### src/rtl/mc_pkg.sv
// Shared encodings for the multicycle control unit: opcodes, FSM states,
// ALU functions, PC-source selects and the decoded instruction class.
package mc_pkg;

    localparam logic [5:0] OP_NOOP = 6'b000000;
    localparam logic [5:0] OP_J    = 6'b000001;
    localparam logic [5:0] OP_ADD  = 6'b010010;
    localparam logic [5:0] OP_SLT  = 6'b010111;
    localparam logic [5:0] OP_BNE  = 6'b100001;
    localparam logic [5:0] OP_BLT  = 6'b100010;
    localparam logic [5:0] OP_BLE  = 6'b100011;
    localparam logic [5:0] OP_ADDI = 6'b110010;
    localparam logic [5:0] OP_LI   = 6'b111001;
    localparam logic [5:0] OP_LUI  = 6'b111010;
    localparam logic [5:0] OP_LWI  = 6'b111011;
    localparam logic [5:0] OP_SWI  = 6'b111100;

    typedef enum logic [2:0] {
        FETCH  = 3'd0,
        DECODE = 3'd1,
        EXEC   = 3'd2,
        MEM    = 3'd3,
        WB     = 3'd4
    } state_e;

    localparam logic [3:0] ALU_ADD       = 4'd0;
    localparam logic [3:0] ALU_SLT       = 4'd1;
    localparam logic [3:0] ALU_PASS_B    = 4'd2;
    localparam logic [3:0] ALU_LUI_MERGE = 4'd3;
    localparam logic [3:0] ALU_SUB       = 4'd4;

    localparam logic [1:0] PC_SRC_INC    = 2'd0;
    localparam logic [1:0] PC_SRC_JUMP   = 2'd1;
    localparam logic [1:0] PC_SRC_BRANCH = 2'd2;

    typedef enum logic [3:0] {
        CL_NOOP,
        CL_J,
        CL_ALU_RR,
        CL_ADDI,
        CL_LI,
        CL_LUI,
        CL_LWI,
        CL_SWI,
        CL_BNE,
        CL_BLT,
        CL_BLE,
        CL_ILLEGAL
    } instr_class_e;

    function automatic logic is_branch(input instr_class_e c);
        return (c == CL_BNE) || (c == CL_BLT) || (c == CL_BLE);
    endfunction

endpackage

### src/rtl/mc_decode.sv
// Combinational instruction decoder: IR to instruction class, register read
// addresses, immediate and ALU controls.
module mc_decode
    import mc_pkg::*;
#(
    parameter int OP_W   = 6,
    parameter int REG_AW = 5
) (
    input  logic [31:0]       ir,
    output instr_class_e      iclass,
    output logic [REG_AW-1:0] ra_a,
    output logic [REG_AW-1:0] ra_b,
    output logic [31:0]       imm,
    output logic [3:0]        alu_op,
    output logic              alu_src_b
);

    logic [OP_W-1:0] opcode;
    logic            sign_ext;
    logic            a_from_rd;

    assign opcode = ir[31 -: OP_W];

    // NOTE: every output gets a default before the case so no path infers a latch.
    always_comb begin
        iclass    = CL_ILLEGAL;
        alu_op    = ALU_ADD;
        alu_src_b = 1'b0;
        sign_ext  = 1'b0;
        a_from_rd = 1'b0;
        case (opcode)
            OP_NOOP: iclass = CL_NOOP;
            OP_J:    iclass = CL_J;
            OP_ADD:  iclass = CL_ALU_RR;
            OP_SLT: begin
                iclass = CL_ALU_RR;
                alu_op = ALU_SLT;
            end
            OP_BNE, OP_BLT, OP_BLE: begin
                iclass    = (opcode == OP_BNE) ? CL_BNE :
                            (opcode == OP_BLT) ? CL_BLT : CL_BLE;
                alu_op    = ALU_SUB;
                sign_ext  = 1'b1;
                a_from_rd = 1'b1;
            end
            OP_ADDI: begin
                iclass    = CL_ADDI;
                alu_src_b = 1'b1;
                sign_ext  = 1'b1;
            end
            OP_LI: begin
                iclass    = CL_LI;
                alu_op    = ALU_PASS_B;
                alu_src_b = 1'b1;
            end
            OP_LUI: begin
                iclass    = CL_LUI;
                alu_op    = ALU_LUI_MERGE;
                alu_src_b = 1'b1;
                a_from_rd = 1'b1;
            end
            OP_LWI, OP_SWI: begin
                iclass    = (opcode == OP_LWI) ? CL_LWI : CL_SWI;
                alu_op    = ALU_PASS_B;
                alu_src_b = 1'b1;
                a_from_rd = (opcode == OP_SWI);
            end
            default: iclass = CL_ILLEGAL;
        endcase

        ra_a = a_from_rd ? ir[25:21] : ir[20:16];
        ra_b = is_branch(iclass) ? ir[20:16] : ir[15:11];
        imm  = sign_ext ? {{16{ir[15]}}, ir[15:0]} : {16'h0000, ir[15:0]};
    end

endmodule

### src/rtl/multicycle_control.sv
// Multi-cycle FETCH/DECODE/EXEC/MEM/WB control FSM with instruction register.
// Optional performance counters are enabled with `define MC_PERF_CNT_EN.
module multicycle_control
    import mc_pkg::*;
#(
    parameter int OP_W   = 6,
    parameter int REG_AW = 5
) (
    input  logic              clk,
    input  logic              rst,
    input  logic [31:0]       Instruction,
    input  logic              alu_eq,
    input  logic              alu_lt,
    output logic [31:0]       ir,
    output logic [REG_AW-1:0] ra_a,
    output logic [REG_AW-1:0] ra_b,
    output logic [REG_AW-1:0] wa,
    output logic [31:0]       imm,
    output logic [3:0]        alu_op,
    output logic              alu_src_b,
    output logic              ir_write,
    output logic              pc_write,
    output logic [1:0]        pc_src,
    output logic              mem_read,
    output logic              mem_write,
    output logic              reg_write,
    output logic              wb_src,
    output logic              illegal,
    output logic [2:0]        state
`ifdef MC_PERF_CNT_EN
    ,
    output logic [31:0]       cycle_cnt,
    output logic [31:0]       instr_cnt
`endif
);

    logic [2:0]   state_q, state_d;
    logic [31:0]  ir_q, ir_d;
    instr_class_e iclass;
    logic         br_taken;

    mc_decode #(
        .OP_W   (OP_W),
        .REG_AW (REG_AW)
    ) u_decode (
        .ir        (ir_q),
        .iclass    (iclass),
        .ra_a      (ra_a),
        .ra_b      (ra_b),
        .imm       (imm),
        .alu_op    (alu_op),
        .alu_src_b (alu_src_b)
    );

    assign ir    = ir_q;
    assign state = state_q;
    assign wa    = ir_q[25:21];

    assign br_taken = ((iclass == CL_BNE) && !alu_eq) ||
                      ((iclass == CL_BLT) && alu_lt) ||
                      ((iclass == CL_BLE) && (alu_lt || alu_eq));

    always_comb begin
        state_d   = state_q;
        ir_d      = ir_q;
        ir_write  = 1'b0;
        pc_write  = 1'b0;
        pc_src    = PC_SRC_INC;
        mem_read  = 1'b0;
        mem_write = 1'b0;
        reg_write = 1'b0;
        wb_src    = 1'b0;
        illegal   = 1'b0;
        case (state_q)
            FETCH: begin
                ir_write = 1'b1;
                pc_write = 1'b1;
                ir_d     = Instruction;
                state_d  = DECODE;
            end
            DECODE: begin
                case (iclass)
                    CL_NOOP: state_d = FETCH;
                    CL_ILLEGAL: begin
                        illegal = 1'b1;
                        state_d = FETCH;
                    end
                    CL_J: begin
                        pc_write = 1'b1;
                        pc_src   = PC_SRC_JUMP;
                        state_d  = FETCH;
                    end
                    default: state_d = EXEC;
                endcase
            end
            EXEC: begin
                if (is_branch(iclass)) begin
                    pc_write = br_taken;
                    pc_src   = PC_SRC_BRANCH;
                    state_d  = FETCH;
                end else if (iclass == CL_LWI || iclass == CL_SWI) begin
                    state_d = MEM;
                end else begin
                    state_d = WB;
                end
            end
            MEM: begin
                if (iclass == CL_SWI) begin
                    mem_write = 1'b1;
                    state_d   = FETCH;
                end else begin
                    mem_read = 1'b1;
                    state_d  = WB;
                end
            end
            WB: begin
                reg_write = 1'b1;
                wb_src    = (iclass == CL_LWI);
                state_d   = FETCH;
            end
            default: state_d = FETCH;
        endcase

        // An instruction caught by reset must not commit anything in that cycle.
        if (rst) begin
            ir_write  = 1'b0;
            pc_write  = 1'b0;
            mem_read  = 1'b0;
            mem_write = 1'b0;
            reg_write = 1'b0;
            illegal   = 1'b0;
        end
    end

    // NOTE: state registers use non-blocking assignments so every flop samples pre-edge values.
    always_ff @(posedge clk) begin
        if (rst) begin
            state_q <= FETCH;
            ir_q    <= '0;
        end else begin
            state_q <= state_d;
            ir_q    <= ir_d;
        end
    end

`ifdef MC_PERF_CNT_EN
    logic [31:0] cycle_cnt_q, cycle_cnt_d;
    logic [31:0] instr_cnt_q, instr_cnt_d;

    // An instruction retires whenever the FSM re-enters FETCH from elsewhere.
    always_comb begin
        cycle_cnt_d = cycle_cnt_q + 32'd1;
        instr_cnt_d = instr_cnt_q;
        if (state_d == FETCH && state_q != FETCH) begin
            instr_cnt_d = instr_cnt_q + 32'd1;
        end
    end

    always_ff @(posedge clk) begin
        if (rst) begin
            cycle_cnt_q <= '0;
            instr_cnt_q <= '0;
        end else begin
            cycle_cnt_q <= cycle_cnt_d;
            instr_cnt_q <= instr_cnt_d;
        end
    end

    assign cycle_cnt = cycle_cnt_q;
    assign instr_cnt = instr_cnt_q;
`endif

endmodule

### config.mk
export PLATFORM = sky130hd
export DESIGN_NAME = multicycle_control
export DESIGN_NICKNAME = d
export VERILOG_FILES = /design/src/rtl/mc_pkg.sv /design/src/rtl/mc_decode.sv /design/src/rtl/multicycle_control.sv
export SDC_FILE = /design/constraint.sdc
export NUM_CORES = 1
export LEC_CHECK = 0
export BUFFER_PORTS_ARGS = -buffer_cell sky130_fd_sc_hd__buf_2
export CAP_MARGIN = 20
export CORE_ASPECT_RATIO = 1.75
export CORE_MARGIN = 2
export CORE_UTILIZATION = 25
export DETAILED_ROUTE_END_ITERATION = 12
export SYNTH_ARGS = -nofsm -noshare
export SYNTH_HDL_FRONTEND = slang
export SYNTH_HIERARCHICAL = 1
export SYNTH_SLANG_ARGS = --single-unit
### constraint.sdc
create_clock -name clk -period 1.88 [get_ports clk]
set_input_delay 0.094 -clock clk [delete_from_list [all_inputs] [get_ports clk]]
set_output_delay 0.094 -clock clk [all_outputs]
set_load 0.1 [all_outputs]
==> qor.yml, run 1 <==
outcome:
  status: "complete, but fails checks"
  violations: "negative setup slack"
critical_path:
  path_buf_inv: 2
  regToRegSetupSlack_ps: -230
  cp_max_fo: 5
  crit_family: "compound AO/OA/AOI/OAI gates"
  crit_arrival_ps: 2330
  path_cells: "inv_4 > or4_4 > o22a_4 > o21bai_1 > a22o_1 > o32ai_4 > buf_12"
  endpoint_kind: "output port"
  cp.required_ps: 1790
  critPathSlowestCell: "or4_4"
  reg2reg_depth: 8
  r2r-start: "ir[29]"
  reg2reg_to: "state[1]"
  critPathKind: "flip-flop to output port"
  cp-start-kind: "flip-flop"
  cp_slowest_stage_delay_ps: 540
min_path:
  hold_end: "ir[26]"
  hold_path.startpoint: "Instruction[26]"
  hold_path_depth: 3
  worstHoldPathType: "input pin to flip-flop"
place:
  numPortBuffers: 130
  place_hpwl_um: 5430
  dpl.cell_count: 507
  gp_congestion: 0.840
  dp_slack_ps: -345
final_layout:
  multi_input_area_um2: 1400
  final_util_pct: 47.2
  fillers: 864
  diodes: 0
  syn_to_final_growth_pct: 84.2
  fin_nets: 441
  layout.cells.non_filler: 523
  drive_gt1_share_pct: 65.0
  seq_area_um2: 727
yosys:
  netlist-cell-type-count: 52
  yosysWarnings: 6
  ys_seq_area_share_pct: 31.5
  syn_nets: 316
  synth_area_um2: 2220
  ys_ff_latch: 35
  netlist_instances: 280
  syn_area_per_cell_um2: 7.94
  synth_edf_count: 0
  ys_async_sr_fraction_pct: 0
  synthFlopType: "dfxtp_1"
floorplan:
  core_um2: 8670
  rows: 45
  die_x_um: 75.3
  die-area_um2: 9690
  ios: 132
  fp.dieH_um: 129
  initial_core_util_pct: 25.6
clocking:
  clock_latency_ps: 280
  cts_max_level: 2
  cts_tree: "built"
  cts_buffers: 5
  cts_root_buf: "clkbuf_16"
  clock_sinks: 35
  clockBufferDepth: 2
  clk_pin_slew_worst_paths_ps: 60
power:
  fin_total_pwr_w: 0.00545
  irDropWorstVdd_mv: 1.19
  p_comb_share_pct: 66.5
  p_leak_nw: 1.83
  p_sw_share_pct: 56.0
  pwr-share-seq_pct: 18.8
  power.share.clock_pct: 14.6
  power_density_nw_per_um2: 1330
  p_int_w: 0.00240
  p_switching_w: 0.00305
timing:
  min_period_over_period_pct: 129
  setup_viol: 20
  period_minus_slack_ps: 2430
  hold_viol: 0
  skew_ps: 6.60
  setup_tns_ps: -6230
  fmax_mhz: 412
  rsz0062_at_grt: "true"
  fin_ws_ps: -547
  final_max_slew_viol_count: 0
run:
  cap_violations: 0
route:
  route.detailed.drc: 0
  wl_per_cell_um: 13.7
  first_iter_violations: 49
  drtAntennaViolNets: 0
  vias: 2326
  routed_wirelength_um: 7160
  viasPerCell: 4.45
  drtPass1Iterations: 4
global_routing:
  grt_use_total_pct: 14.6
  antenna_found_initial: 0
  grt_pass1_vias: 2239
  grt_pass1_wl_um: 10800
  grt_max_degree: 33
  overflow: 0
[metal layers]
metal	vias up	GRT usage, %	share of wire (%)
li1	1161	-	-
met2	84	28.2	58
met1	1070	14.4	34
met4	0	5.88	2.6
met3	11	2.90	5.5
met5	-	0	0
[cells in the final DEF (no fill, tap or decap), types with 2 or more instances in the layout]
cell	n
buf_16	2
or3_1	2
nor2_1	4
clkbuf_16	5
inv_1	5
nor3b_2	2
nand3_1	2
mux2_4	10
buf_2	91
a21oi_2	12
dfxtp_4	6
xnor2_2	2
buf_12	39
xnor2_1	2
o221ai_1	2
buf_6	10
dfxtp_2	3
nand2_2	13
dfxtp_1	26
nor3_4	4
nand2_1	58
nor2_4	5
inv_4	2
buf_4	32
a21oi_1	25
[Yosys cell counts (3+ instances only)]
master | n | share of area [%]
buf_6 | 6 | 3.0
a21oi_1 | 27 | 6.1
inv_1 | 7 | 1.2
nor3_1 | 4 | 0.90
mux2_2 | 5 | 2.5
buf_4 | 37 | 12
nand2_1 | 62 | 10
mux2_1 | 5 | 2.5
clkbuf_1 | 5 | 0.84
dfxtp_1 | 35 | 32
xnor2_1 | 4 | 1.6
buf_2 | 9 | 2.0
nor2_1 | 8 | 1.4
nand2_2 | 10 | 2.8
nand3_1 | 3 | 0.68
a21oi_2 | 10 | 3.9
[power by group through the flow]
stage	Clock, W	Combinational [W]	Sequential (W)
6_report	0.000798	0.00362	0.00103
5_1_grt	0.000863	0.00378	0.00105
4_1_cts	0.000837	0.00353	0.00102
3_5_place_dp	0	0.00338	0.00104
3_3_place_gp	0	0.00336	0.00103
2_1_floorplan	0	0.00193	0.00180
[per-stage QoR]
step | hold slack [ps] | instance area, um2
6_report | 44.7 | 4100
3_3_place_gp | 336 | 3660
4_1_cts | 35.8 | 3980
2_1_floorplan | 220 | 2410
5_1_grt | 43.6 | 4100
3_5_place_dp | 338 | 3660
[worst min-delay path, cell delays in order]
cell,delay [ps]
buf_2,100
nand2_1,50
a21oi_1,50
[state kept, by name, summed over array words and instances (netlist names)]
signal and cells:
ir 32, state 3
[cell type report]
type                       count  share of cell area, %
timing repair buffer         175                   40.3
clock buffer                   6                   3.15
clock inverter                 2                  0.275
inverter                       7                  0.794
multi-input combinational    181                   34.1
sequential                    35                   17.8
tap                          117                   3.57
[what timing repair did]
action,4_1_cts,5_1_grt
hold buffers,0,0
buffers inserted,6,5
pin swaps,13,13
gates resized for setup,22,24
setup endpoints to repair,38,37
cloned,1,0
[worst max path at each step]
stage / slack [ps] / endpoint / depth (start not counted) / from
floorplan: -1030 / pc_write / 8 / ir[26]
global placement: -290 / pc_write / 9 / ir[26]
detailed placement: -350 / pc_write / 9 / ir[26]
CTS: -540 / pc_write / 7 / ir[26]
global route: -610 / pc_write / 8 / ir[26]
finish: -550 / pc_write / 7 / ir[26]
[kinds of logic (layout without fill, tap and decap cells)]
kind of cell	Yosys count	in the layout	synth area share, %
AOI/OAI and AO/OA	57	57	18.0
xor gates and xnor gates	4	4	1.58
buffers and inverters	64	190	19.6
DFF	35	35	31.5
muxes	10	10	5.06
other	1	1	0.169
and+or+nand+nor	109	109	24.1
Note: power is estimated with default switching activity, not from simulation.
==> run 2, diff against run 1 <==
==> constraint.sdc (replaced) <==
create_clock -name clk -period 1.88 [get_ports clk]
set_input_delay 0.282 -clock clk [delete_from_list [all_inputs] [get_ports clk]]
set_output_delay 0.282 -clock clk [all_outputs]
set_load 0.1 [all_outputs]
==> run 2 against run 1 <==
Net effect:
- the run still ends with negative setup slack left
- clock skew down 4.7 ps
- setup slack worse by 230 ps
- combinational power up 4%
- sequential power barely moved
- hold slack better by 190 ps
- critical path depth is 1 higher
==> qor.yml, run 2 (same netlist as run 1, synthesis figures left out) <==
outcome:
  status: "complete, but fails checks"
  violations: "negative setup slack"
power:
  fin_total_pwr_w: 0.00576  # +5.7%
  p_leak_nw: 1.95  # +6.6%
  power_density_nw_per_um2: 1330  # -0.21%
  irDropWorstVdd_mv: 0.632  # -47%
route:
  top_layer_used: "met4"
  wl_per_cell_um: 15.3  # +12%
  vias: 2443  # +5.0%
  drtAntennaViolNets: 0  # unchanged
  routed_wirelength_um: 8220  # +15%
  viasPerCell: 4.56  # +2.5%
  drt-met1-wl_um: 2770  # +13%
  dr_wl_met2_um: 4810  # +17%
  wl_met3_um: 384  # -2.8%
  drtPass1Iterations: 5  # +1
  route.detailed.drc: 0  # unchanged
  first_iter_violations: 47  # -4.1%
critical_path:
  cp-start-kind: "flip-flop"
  worstSetupStartpoint: "ir[29]"
  crit_arrival_ps: 2380  # +50 ps
  cp_slowest_stage_delay_ps: 360  # -180 ps
  endpoint_kind: "output port"
  cp_max_fo: 5  # unchanged
  crit_family: "compound AO/OA/AOI/OAI gates"
  path_cells: "buf_4 > xnor2_2 > a32oi_2 > o22a_4 > o21bai_4 > a22o_1 > o32ai_4 > buf_12"
  r2r-start: "ir[29]"
  critPathSlowestCell: "dfxtp_4"
  cp.required_ps: 1600  # -190 ps
  path_buf_inv: 2  # unchanged
  critPathKind: "flip-flop to output port"
timing:
  hold_viol: 0  # unchanged
  fin_ws_ps: -780  # -233 ps
  fmax_mhz: 376  # -8.8%
  rsz0062_at_grt: "true"
  period_minus_slack_ps: 2660  # +233 ps
  setup_viol: 38  # +90%
  final_max_slew_viol_count: 0  # unchanged
  min_period_over_period_pct: 142  # +12 points
  skew_ps: 1.93  # -4.67 ps
global_routing:
  grt_max_degree: 32  # -3.0%
  grt_pass1_vias: 2388  # +6.7%
  antenna_found_initial: 0  # unchanged
  grt_pass1_wl_um: 12300  # +14%
  grt_use_total_pct: 16.8  # +2.2 points
  overflow: 0  # unchanged
final_layout:
  design_area_um2: 4340  # +5.9%
  layout.cells.non_filler: 536  # +2.5%
  largest_reg_flops: 32  # unchanged
  multi_input_area_um2: 1430  # +2.1%
  diodes: 0  # unchanged
  syn_to_final_growth_pct: 95.0
  final_common_cell: "buf_2"
  final_cell_mix: "91 x buf_2, 59 x nand2_1, 42 x buf_12"
  drive_gt1_share_pct: 67.3  # +2.3 points
  fillers: 805  # -6.8%
  final_util_pct: 50.0  # +2.8 points
  fin_nets: 454  # +2.9%
  seq_area_um2: 731  # +0.52%
place:
  place_area_um2: 3720  # +1.7%
  place_hpwl_um: 6120  # +13%
  dp_slack_ps: -557  # -212 ps
  dpl.cell_count: 511  # +0.79%
  gp_congestion: 0.902  # +7.3%
  numPortBuffers: 130  # unchanged
floorplan:
  fp.dieH_um: 129  # unchanged
  die_x_um: 75.3  # unchanged
  ios: 132  # unchanged
  die-area_um2: 9690  # unchanged
  initial_core_util_pct: 25.6  # unchanged
  core_um2: 8670  # unchanged
  rows: 45  # unchanged
clocking:
  cts_tree: "built"
  cts_max_level: 2  # unchanged
  cts_buffers: 5  # unchanged
  clock_sinks: 35  # unchanged
  cts_root_buf: "clkbuf_16"
  clockBufferDepth: 2  # unchanged
  clk_pin_slew_worst_paths_ps: 60  # about the same
  clock_latency_ps: 280  # about the same
min_path:
  hold_path.startpoint: "Instruction[21]"
  worstHoldPathType: "input pin to flip-flop"
run:
  cap_violations: 0  # unchanged
run 2: cell count changes in the layout (fill, tap and decap cells not counted), sizes merged:
cell / change
buf: +13
bufinv: +1
inv: -1
run 2: worst paths after layout:
path                    to  slack [ps]  cells past startpoint
hold / removal      ir[21]         230                      3
setup reg to reg  state[2]        -300                     10
hold reg to reg      ir[2]         470                      2
setup / recovery  pc_write        -780                      8
run 2: timing repair:
action / CTS / global route
resized for setup: 38 / 20
pin swaps: 30 / 14
endpoints found under the setup margin: 40 / 41
hold buffers: 0 / 0
setup buffers: 15 / 4
cloned: 1 / 0
run 2: per-stage QoR:
stage	hold slack, ps	setup TNS [ps]
4_1_cts	229	-14640
3_3_place_gp	450	-6380
6_report	233	-12490
3_5_place_dp	463	-6240
5_1_grt	230	-14820
2_1_floorplan	408	-15920
run 2: power by group:
group | switching, W | internal, W | total, W
registers | 0.000144 | 0.000868 | 0.00101
logic | 0.00267 | 0.00110 | 0.00377
clock network | 0.000322 | 0.000659 | 0.000981
total | 0.00313 | 0.00263 | 0.00576
run 2: area by class of cell:
| cell class | count | area share, % |
|---|---|---|
| timing repair buffer | 188 | 42.1 |
| multi-input combinational | 181 | 32.9 |
| sequential | 35 | 16.8 |
| tap | 117 | 3.38 |
| clock buffer | 6 | 3.20 |
| clock inverter | 2 | 0.808 |
| inverter | 7 | 0.750 |
run 2: tightest hold or removal path, stage by stage:
cell and delay [ps]:
buf_2 90, nand2_1 40, a21oi_1 50
run 2: routing by layer:
| metal | global-route usage, % | vias to the layer above |
|---|---|---|
| li1 | - | 1184 |
| met1 | 17.2 | 1147 |
| met2 | 31.7 | 98 |
| met3 | 2.90 | 14 |
| met4 | 7.53 | 0 |
| met5 | 0 | - |
==> run 3, diff against run 2 <==
- clock period: 1.88 -> 2.43 ns (I/O delays scaled with it)
==> run 3 against run 2 <==
Net effect:
- the run still ends with negative setup slack left
- cell count down 4.3%
- largest cell class is now multi-input gates
- setup slack better by 520 ps
- routed wire length down 17%
- critical endpoint unchanged
==> qor.yml, run 3 (same netlist as run 1, synthesis figures left out) <==
timing:
  skew_ps: 8.11  # +6.17 ps
  period_minus_slack_ps: 2690
  hold_slack_ps: 316  # +83.6 ps
  final_max_slew_viol_count: 0  # unchanged
  min_period_over_period_pct: 111
  setup_viol: 7  # -82%
  rsz0062_at_grt: "true"
  fmax_mhz: 372
  fin_ws_ps: -257  # +524 ps
  hold_viol: 0  # unchanged
final_layout:
  largest_reg_flops: 32  # unchanged
  syn_to_final_growth_pct: 58.2
  fillers: 894  # +11%
  final_cell_mix: "113 x buf_2, 59 x nand2_1, 32 x buf_4"
  drive_gt1_share_pct: 60.6  # -6.7 points
  design_area_um2: 3520  # -19%
  fin_nets: 431  # -5.1%
  diodes: 0  # unchanged
  final_common_cell: "buf_2"
  layout.cells.non_filler: 513  # -4.3%
route:
  wl_per_cell_um: 13.4  # -13%
  viasPerCell: 4.42  # -3.0%
  first_iter_violations: 49  # +4.3%
  drtPass1Iterations: 4  # -1
  routed_wirelength_um: 6850  # -17%
  vias: 2269  # -7.1%
  drtAntennaViolNets: 0  # unchanged
  route.detailed.drc: 0  # unchanged
clocking:
  cts_hold_buf: 0  # unchanged
  clock_sinks: 35  # unchanged
  clock_latency_ps: 280  # about the same
  cts_max_level: 2  # unchanged
  clockBufferDepth: 2  # unchanged
  cts_tree: "built"
  cts_root_buf: "clkbuf_16"
  clk_pin_slew_worst_paths_ps: 60  # about the same
  cts_buffers: 5  # unchanged
global_routing:
  overflow: 0  # unchanged
  grt_pass1_wl_um: 9850  # -20%
  grt_pass1_vias: 2049  # -14%
  grt_use_total_pct: 13.2  # -3.7 points
  antenna_found_initial: 0  # unchanged
  grt_max_degree: 33  # +3.1%
floorplan:
  core_um2: 8670  # unchanged
  ios: 132  # unchanged
  initial_core_util_pct: 25.6  # unchanged
  rows: 45  # unchanged
  fp.dieH_um: 129  # unchanged
  die_x_um: 75.3  # unchanged
  die-area_um2: 9690  # unchanged
critical_path:
  critPathSlowestCell: "or4_4"
  regToRegSetupSlack_ps: 260  # +560 ps
  cp_slowest_stage_delay_ps: 540  # +180 ps
  endpoint_kind: "output port"
  worstSetupStartpoint: "ir[31]"
  cp_max_fo: 6  # +1
  crit_arrival_ps: 2320  # -60 ps
  cp-start-kind: "flip-flop"
  r2r-start: "ir[29]"
  path_cells: "or4_4 > o22a_4 > o21bai_1 > a22o_1 > o32ai_4 > buf_12"
  critPathKind: "flip-flop to output port"
  cp.required_ps: 2070  # +470 ps
place:
  gp_congestion: 0.982  # +8.8%
  dp_slack_ps: -74.1  # +483 ps
  place_hpwl_um: 5040  # -18%
  place_area_um2: 3040  # -18%
  numPortBuffers: 130  # unchanged
  dpl.cell_count: 494  # -3.3%
min_path:
  worstHoldPathType: "input pin to flip-flop"
  hold_path.startpoint: "Instruction[10]"
power:
  p_leak_nw: 1.68  # -14%
  irDropWorstVdd_mv: 0.731  # +16%
  power_density_nw_per_um2: 1160  # -12%
outcome:
  status: "complete, but fails checks"
  violations: "negative setup slack"
run:
  cap_violations: 0  # unchanged
==> run 3: cell count changes in the layout (fill, tap and decap cells not counted), sizes merged <==
| cell | before | now |
|---|---|---|
| inv | 6 | 7 |
| buf | 187 | 165 |
| bufinv | 1 | 0 |
| clkbuf | 7 | 6 |
==> run 3: final timing paths <==
kind              end  cells after the start
max reg2reg  state[1]                      9
min            ir[10]                      3
max          pc_write                      6
min reg2reg    ir[10]                      2
==> run 3: stage by stage <==
step	util [%]	total power, W	TNS, ps
after global placement	35.1	0.00315	-47.0
after CTS	38.6	0.00401	-1170
after detailed placement	35.1	0.00318	-74.1
final	40.6	0.00410	-1100
after floorplan	-	0.00286	-4040
after global routing	40.6	0.00428	-2020
==> run 3: timing repair <==
action	CTS	global route
pin swaps	12	13
setup buffers	8	3
endpoints found under the hold margin	0	0
endpoints found under the setup margin	12	16
gates resized for setup	18	42
==> run 3: cell type report <==
| class | instances | area, um2 | share of cell area, % |
|---|---|---|---|
| Clock buffer | 6 | 150 | 4.27 |
| Clock inverter | 2 | 17.5 | 0.498 |
| Inverter | 7 | 32.5 | 0.925 |
| Multi-Input combinational cell | 181 | 1310 | 37.2 |
| Sequential cell | 35 | 724 | 20.6 |
| Tap cell | 117 | 146 | 4.16 |
| Timing Repair Buffer | 165 | 1140 | 32.3 |
==> run 3: critical path, delay by kind of cell (launching register included) <==
| family | cells | cell delay, ps |
|---|---|---|
| AOI/OAI and AO/OA | 4 | 940 |
| buffers and inverters | 1 | 210 |
| DFF | 1 | 350 |
| and+or+nand+nor | 1 | 540 |
==> run 3: report_power, final <==
group | switching, W | internal (W) | leakage (nW)
combinational | 0.00195 | 0.000661 | 1.30
clock | 0.000255 | 0.000447 | 0.0826
sequential | 0.000115 | 0.000670 | 0.293
==> run 3: per-layer routing <==
| layer | vias to the layer above | track usage [%] | wire, um |
|---|---|---|---|
| met2 | 99 | 25.1 | 3840 |
| met5 | - | 0 | 0 |
| met3 | 15 | 3.05 | 446 |
| met1 | 1024 | 13.3 | 2440 |
| met4 | 0 | 4.64 | 127 |
| li1 | 1131 | - | - |
